## src/rtl/fftc_pkg.sv

```systemverilog
// Shared complex word type and arithmetic helpers for the 32-point FFT columns.
// Define FFTC_SAT_EN to saturate adds, subtracts and twiddle narrowing.
package fftc_pkg;
  localparam int CW = 8;
  localparam int TW_C = 91;
  localparam int TW_SHIFT = 7;

  typedef struct packed {
    logic signed [CW-1:0] re;
    logic signed [CW-1:0] im;
  } cpx_t;

  function automatic logic signed [CW-1:0] fit(
    input logic signed [CW:0] v
  );
`ifdef FFTC_SAT_EN
    if (v > 9'sd127) return 8'sh7f;
    if (v < -9'sd128) return 8'sh80;
`endif
    return v[CW-1:0];
  endfunction

  function automatic logic signed [CW-1:0] narrow(
    input logic signed [2*CW:0] p
  );
    logic signed [2*CW:0] r;
    r = (p + 17'sd64) >>> TW_SHIFT;
`ifdef FFTC_SAT_EN
    if (r > 17'sd127) return 8'sh7f;
    if (r < -17'sd128) return 8'sh80;
`endif
    return r[CW-1:0];
  endfunction

  function automatic logic signed [2*CW:0] prod(
    input logic signed [CW:0] s
  );
    logic signed [2*CW:0] sx;
    logic signed [2*CW:0] c;
    sx = (2*CW+1)'(s);
    c = (2*CW+1)'(TW_C);
    return sx * c;
  endfunction

  function automatic logic signed [CW-1:0] neg(
    input logic signed [CW-1:0] v
  );
    logic signed [CW:0] w;
    w = (CW+1)'(v);
    return fit(-w);
  endfunction

  function automatic cpx_t cadd(input cpx_t x, input cpx_t y);
    cpx_t z;
    z.re = fit((CW+1)'(x.re) + (CW+1)'(y.re));
    z.im = fit((CW+1)'(x.im) + (CW+1)'(y.im));
    return z;
  endfunction

  function automatic cpx_t csub(input cpx_t x, input cpx_t y);
    cpx_t z;
    z.re = fit((CW+1)'(x.re) - (CW+1)'(y.re));
    z.im = fit((CW+1)'(x.im) - (CW+1)'(y.im));
    return z;
  endfunction

  // idx is scaled to an eighth-turn index so one table serves all N
  function automatic cpx_t cmul_tw(
    input cpx_t t,
    input int idx,
    input int n
  );
    cpx_t z;
    logic signed [CW:0] s;
    logic signed [CW:0] d;
    int e8;
    s = (CW+1)'(t.re) + (CW+1)'(t.im);
    d = (CW+1)'(t.im) - (CW+1)'(t.re);
    e8 = idx * (8 / n);
    z = t;
    case (e8)
      1: begin
        z.re = narrow(prod(s));
        z.im = narrow(prod(d));
      end
      2: begin
        z.re = t.im;
        z.im = neg(t.re);
      end
      3: begin
        z.re = narrow(prod(d));
        z.im = neg(narrow(prod(s)));
      end
      default: z = t;
    endcase
    return z;
  endfunction
endpackage

```

## src/rtl/fftc_bfly2.sv

```systemverilog
// Combinational radix-2 butterfly with a fixed twiddle W_N^K.
module fftc_bfly2
  import fftc_pkg::*;
#(
  parameter int K = 0,
  parameter int N = 2
) (
  input  cpx_t xa,
  input  cpx_t xb,
  output cpx_t ya,
  output cpx_t yb
);
  cpx_t t;

  assign t  = cmul_tw(xb, K, N);
  assign ya = cadd(xa, t);
  assign yb = csub(xa, t);
endmodule

```

## src/rtl/fftc_stage.sv

```systemverilog
// One registered FFT column: N/2 butterflies over an N-point group.
// Build option FFTC_SAT_EN selects saturating arithmetic.
module fftc_stage
  import fftc_pkg::*;
#(
  parameter int STAGE = 0,
  parameter int W = 8,
  localparam int N = 2 ** (STAGE + 1)
) (
  input  logic               clk,
  input  logic               rst,
  input  logic               in_valid,
  input  logic [N*2*W-1:0]   x_in,
  output logic               out_valid,
  output logic [N*2*W-1:0]   y_out
);
  localparam int H = N / 2;

  cpx_t [N-1:0] y_nxt;

  for (genvar k = 0; k < H; k++) begin : g_bf
    fftc_bfly2 #(
      .K(k),
      .N(N)
    ) u_bf (
      .xa(x_in[2*W*k +: 2*W]),
      .xb(x_in[2*W*(k+H) +: 2*W]),
      .ya(y_nxt[k]),
      .yb(y_nxt[k+H])
    );
  end

  always_ff @(posedge clk) begin
    if (rst) begin
      y_out     <= '0;
      out_valid <= 1'b0;
    end else begin
      out_valid <= in_valid;
      if (in_valid) y_out <= y_nxt;
    end
  end
endmodule

```

## config.mk

```make
export PLATFORM = sky130hd
export DESIGN_NAME = fftc_stage
export DESIGN_NICKNAME = d
export VERILOG_FILES = /design/src/rtl/fftc_pkg.sv /design/src/rtl/fftc_bfly2.sv /design/src/rtl/fftc_stage.sv
export SDC_FILE = /design/constraint.sdc
export NUM_CORES = 1
export LEC_CHECK = 0
export ABC_AREA = 0
export ABC_CLOCK_PERIOD_IN_PS = 2360
export CORE_MARGIN = 5
export CORE_UTILIZATION = 40
export CTS_CLUSTER_SIZE = 16
export DETAILED_ROUTE_END_ITERATION = 10
export GPL_TIMING_DRIVEN = 0
export HOLD_SLACK_MARGIN = 0.1
export PLACE_DENSITY_LB_ADDON = 0.2
export SYNTH_ARGS = -nofsm -noshare
export SYNTH_HDL_FRONTEND = slang
export SYNTH_HIERARCHICAL = 1
export SYNTH_SLANG_ARGS = --single-unit
```

## constraint.sdc

```tcl
create_clock -name clk -period 2.36 [get_ports clk]
set_input_delay 0.354 -clock clk [delete_from_list [all_inputs] [get_ports clk]]
set_output_delay 0.354 -clock clk [all_outputs]
set_load 0.01 [all_outputs]
```

==> run metrics <==
GRT Util Overall=a little over an eighth; Worst path max stage delay=roughly 0.48 ns; die height=87.24 um; met3 wire len=309 um; Synth Register Bits=33; setup TNS=0 ns; Area Growth Syn to Fin=35.08%; Remaining Overflow, GRT=0; antenna viol nets, final=0; post-DP HPWL=between 3000 and 4000 um; 1st-iter DRT viols=~50; cts-stage hold buffer count=0; Synth Area in Compound Gates=between 10% and 20%; Startpoint Class=input pin; largest net degree at the start of global routing=11; commonest non-fill, non-tap cell in the layout=clkdlybuf4s50_1; Pwr Total=roughly 1.7 mW; met2 routed wirelength=around 2200 um; clk slew on worst S/H paths=approximately 0.07 ns; CTS tree=built; Cell Area, Placed=between 0.003 and 0.004 mm^2; status=finished clean; nets@finish=approximately 400; worst skew pair latency=between 0.2 and 0.3 ns; Slew @ Worst Pin=~0.35 ns; Met1 Wirelength=about 2400 um; vias per cell=4.608; CP most frequent cell=nor2_1; Synth Area in XOR/XNOR=around 8.8%; CP Cell Sequence=clkdlybuf4s50_1, ha_1, inv_1, fa_1, a21oi_1, o31ai_1, o21a_1, nor2_1, xnor2_1, mux2i_1, nor2_1; distinct cell type count of the synthesized netlist=36; net count after synthesis=roughly 330; post-synthesis sequential area ratio=between 20 and 30%; multiplexer share of the synthesized area=a little over an eighth; WS Path Type=input pin to flip-flop; layout cells sized above 1=slightly below 9%; max-slew violation count=0; FMAX=449.8 MHz; max_cap viols=0; diode count=0; Mapped Area=~0.0024 mm^2; Worst Path Max Fanout=2; Num CTS Buffers=5; Port Buffers=65; min-delay worst type=input pin to flip-flop; period utilization=94.20%; Peak VDD IR=0.3594 mV; Power per Cell Area=around 530 mW/mm^2; crit path time final=~2.2 ns; Syn Area/Cell=a little over 9 um^2; first-pass GRT wire length=around 7900 um; Starting Density=about two fifths; post-route cell area=around 0.0032 mm^2; root buffer cell=clkbuf_8; first-pass detailed-route iteration total=4; critical path's slowest cell=clkdlybuf4s50_1; clock sinks=33; GP Congestion=0.7351; Synth Instances=~260; main combinational cell family by area after synthesis=adder cells; core area=0.005851 mm^2; die width=between 80 and 90 um; Final Hold Viols=0; DRC viols=0; Routed WL per cell=approximately 12 um; initial antenna violation count=0; H-tree Lvls=2; clock skew=0 ns; Req. time, crit path=roughly 2.6 ns; CTS Buffer Depth=2; vias=1871; placed insts=about 400; Synth Area in Simple Gates=11.01%; Boundary Pins=68; most frequent cells in the layout=clkdlybuf4s50_1, nor2_1, dfxtp_1; Slew HR=76.44%; Critical Path AT=roughly 2.4 ns; FP Rows=28; fin cells=406; vias in the first global route=around 1.8k; Synth Warn #=6; full die area=about 0.0076 mm^2; top sig layer=met4; CP endpoint kind=flip-flop; leakage=between 1 and 1.5 nW; count of final setup violators=0; area share of fa/ha/maj cells after synthesis=between 10% and 20%; final wirelength=roughly 5000 um; RSZ-0062 raised after global routing=no
[cell type report]
| type | count | area, um^2 |
|---|---|---|
| flip-flops and latches | 33 | 660.6 |
| well taps | 75 | 93.84 |
| plain buffers | 16 | 142.6 |
| clock buffers | 7 | 86.33 |
| repair buffers | 65 | 650.6 |
| inverters | 31 | 116.4 |
| fillers | 558 | 2628 |
| multi-input cells | 179 | 1473 |
[worst paths after layout]
kind                                 from         to  slack, ns  cells after the start
worst max-delay path             x_in[24]  y_out[30]       0.14                     11
worst min-delay path                  rst  y_out[31]       0.36                      2
worst max register to register   y_out[3]   y_out[3]       1.72                      2
worst min register to register  y_out[17]  y_out[17]       0.50                      2
[sequential cells by signal, indices dropped and copies added (netlist names)]
register / count
y_out: 32
out_valid: 1
[cell families (layout without fill, tap and decap cells)]
kind of cell,Yosys count,in the layout
compound gates,35,35
xor+xnor,24,24
fa+ha+maj,32,32
buf+inv,47,119
flops,33,33
mux,32,32
simple gates,56,56
[power by group]
part           switching, mW  internal, mW  total (mW)
Sequential            0.0341         0.617       0.651
Clock                  0.198         0.231       0.429
Combinational          0.282         0.341       0.624
[repair_timing]
item | 4_1_cts | 5_1_grt
gates resized for setup | 0 | 3
endpoints found under the setup margin | 0 | 2
buffers inserted | 0 | 0
[stage by stage]
step / utilization [%] / hold WS [ns] / setup WS [ns]
after floorplan: - / 0.5312 / 0.5095
after global placement: 53.51 / 0.4726 / -0.1243
after detailed placement: 53.51 / 0.4822 / -0.2172
after CTS: 54.98 / 0.3531 / 0.08584
after global routing: 55.09 / 0.3861 / 0.01288
final: 55.09 / 0.3563 / 0.1368
[worst max-delay path: cells and delay by family]
| kind | cells | cell delay, ns |
|---|---|---|
| XOR/XNOR | 1 | 0.15 |
| AO/OA/AOI/OAI | 3 | 0.52 |
| AND/OR/NAND/NOR | 2 | 0.21 |
| buffers and inverters | 2 | 0.53 |
| multiplexers | 1 | 0.10 |
| adder cells (fa/ha/maj) | 2 | 0.57 |
[Yosys cell counts]
cell	count	area [um^2]
buf_6	3	33.78
o21ai_2	1	8.760
nor3b_2	1	12.51
o21ai_1	1	5.000
a221oi_2	1	15.01
xnor2_1	17	148.9
buf_12	3	60.06
o21ai_0	5	25.02
nor2_2	2	12.51
a21o_1	2	15.01
or3b_4	1	11.26
o31ai_1	3	22.52
mux2i_1	32	320.3
buf_2	3	15.01
clkbuf_1	4	15.01
nand3_1	1	5.000
o21bai_1	4	30.03
buf_4	2	15.01
a31oi_1	2	12.51
o21a_1	2	15.01
xor2_1	7	61.31
nor2b_1	4	25.02
inv_1	31	116.4
nand2b_1	3	18.77
ha_1	28	350.3
o31ai_2	1	12.51
a21oi_1	12	60.06
nand2_1	6	22.52
dfxtp_1	33	660.6
fa_1	4	80.08
nor3_2	1	10.01
or2b_2	1	8.760
nor2_1	35	131.4
a31oi_4	1	21.27
nor3_1	1	5.000
buf_1	1	3.750
[layer usage]
metal | GRT usage (%) | vias up
met5 | 0 | -
met3 | 2.838 | 7
met1 | 18.57 | 831
li1 | - | 979
met2 | 20.43 | 54
met4 | 3.766 | 0
(Power assumes the default switching activity.)
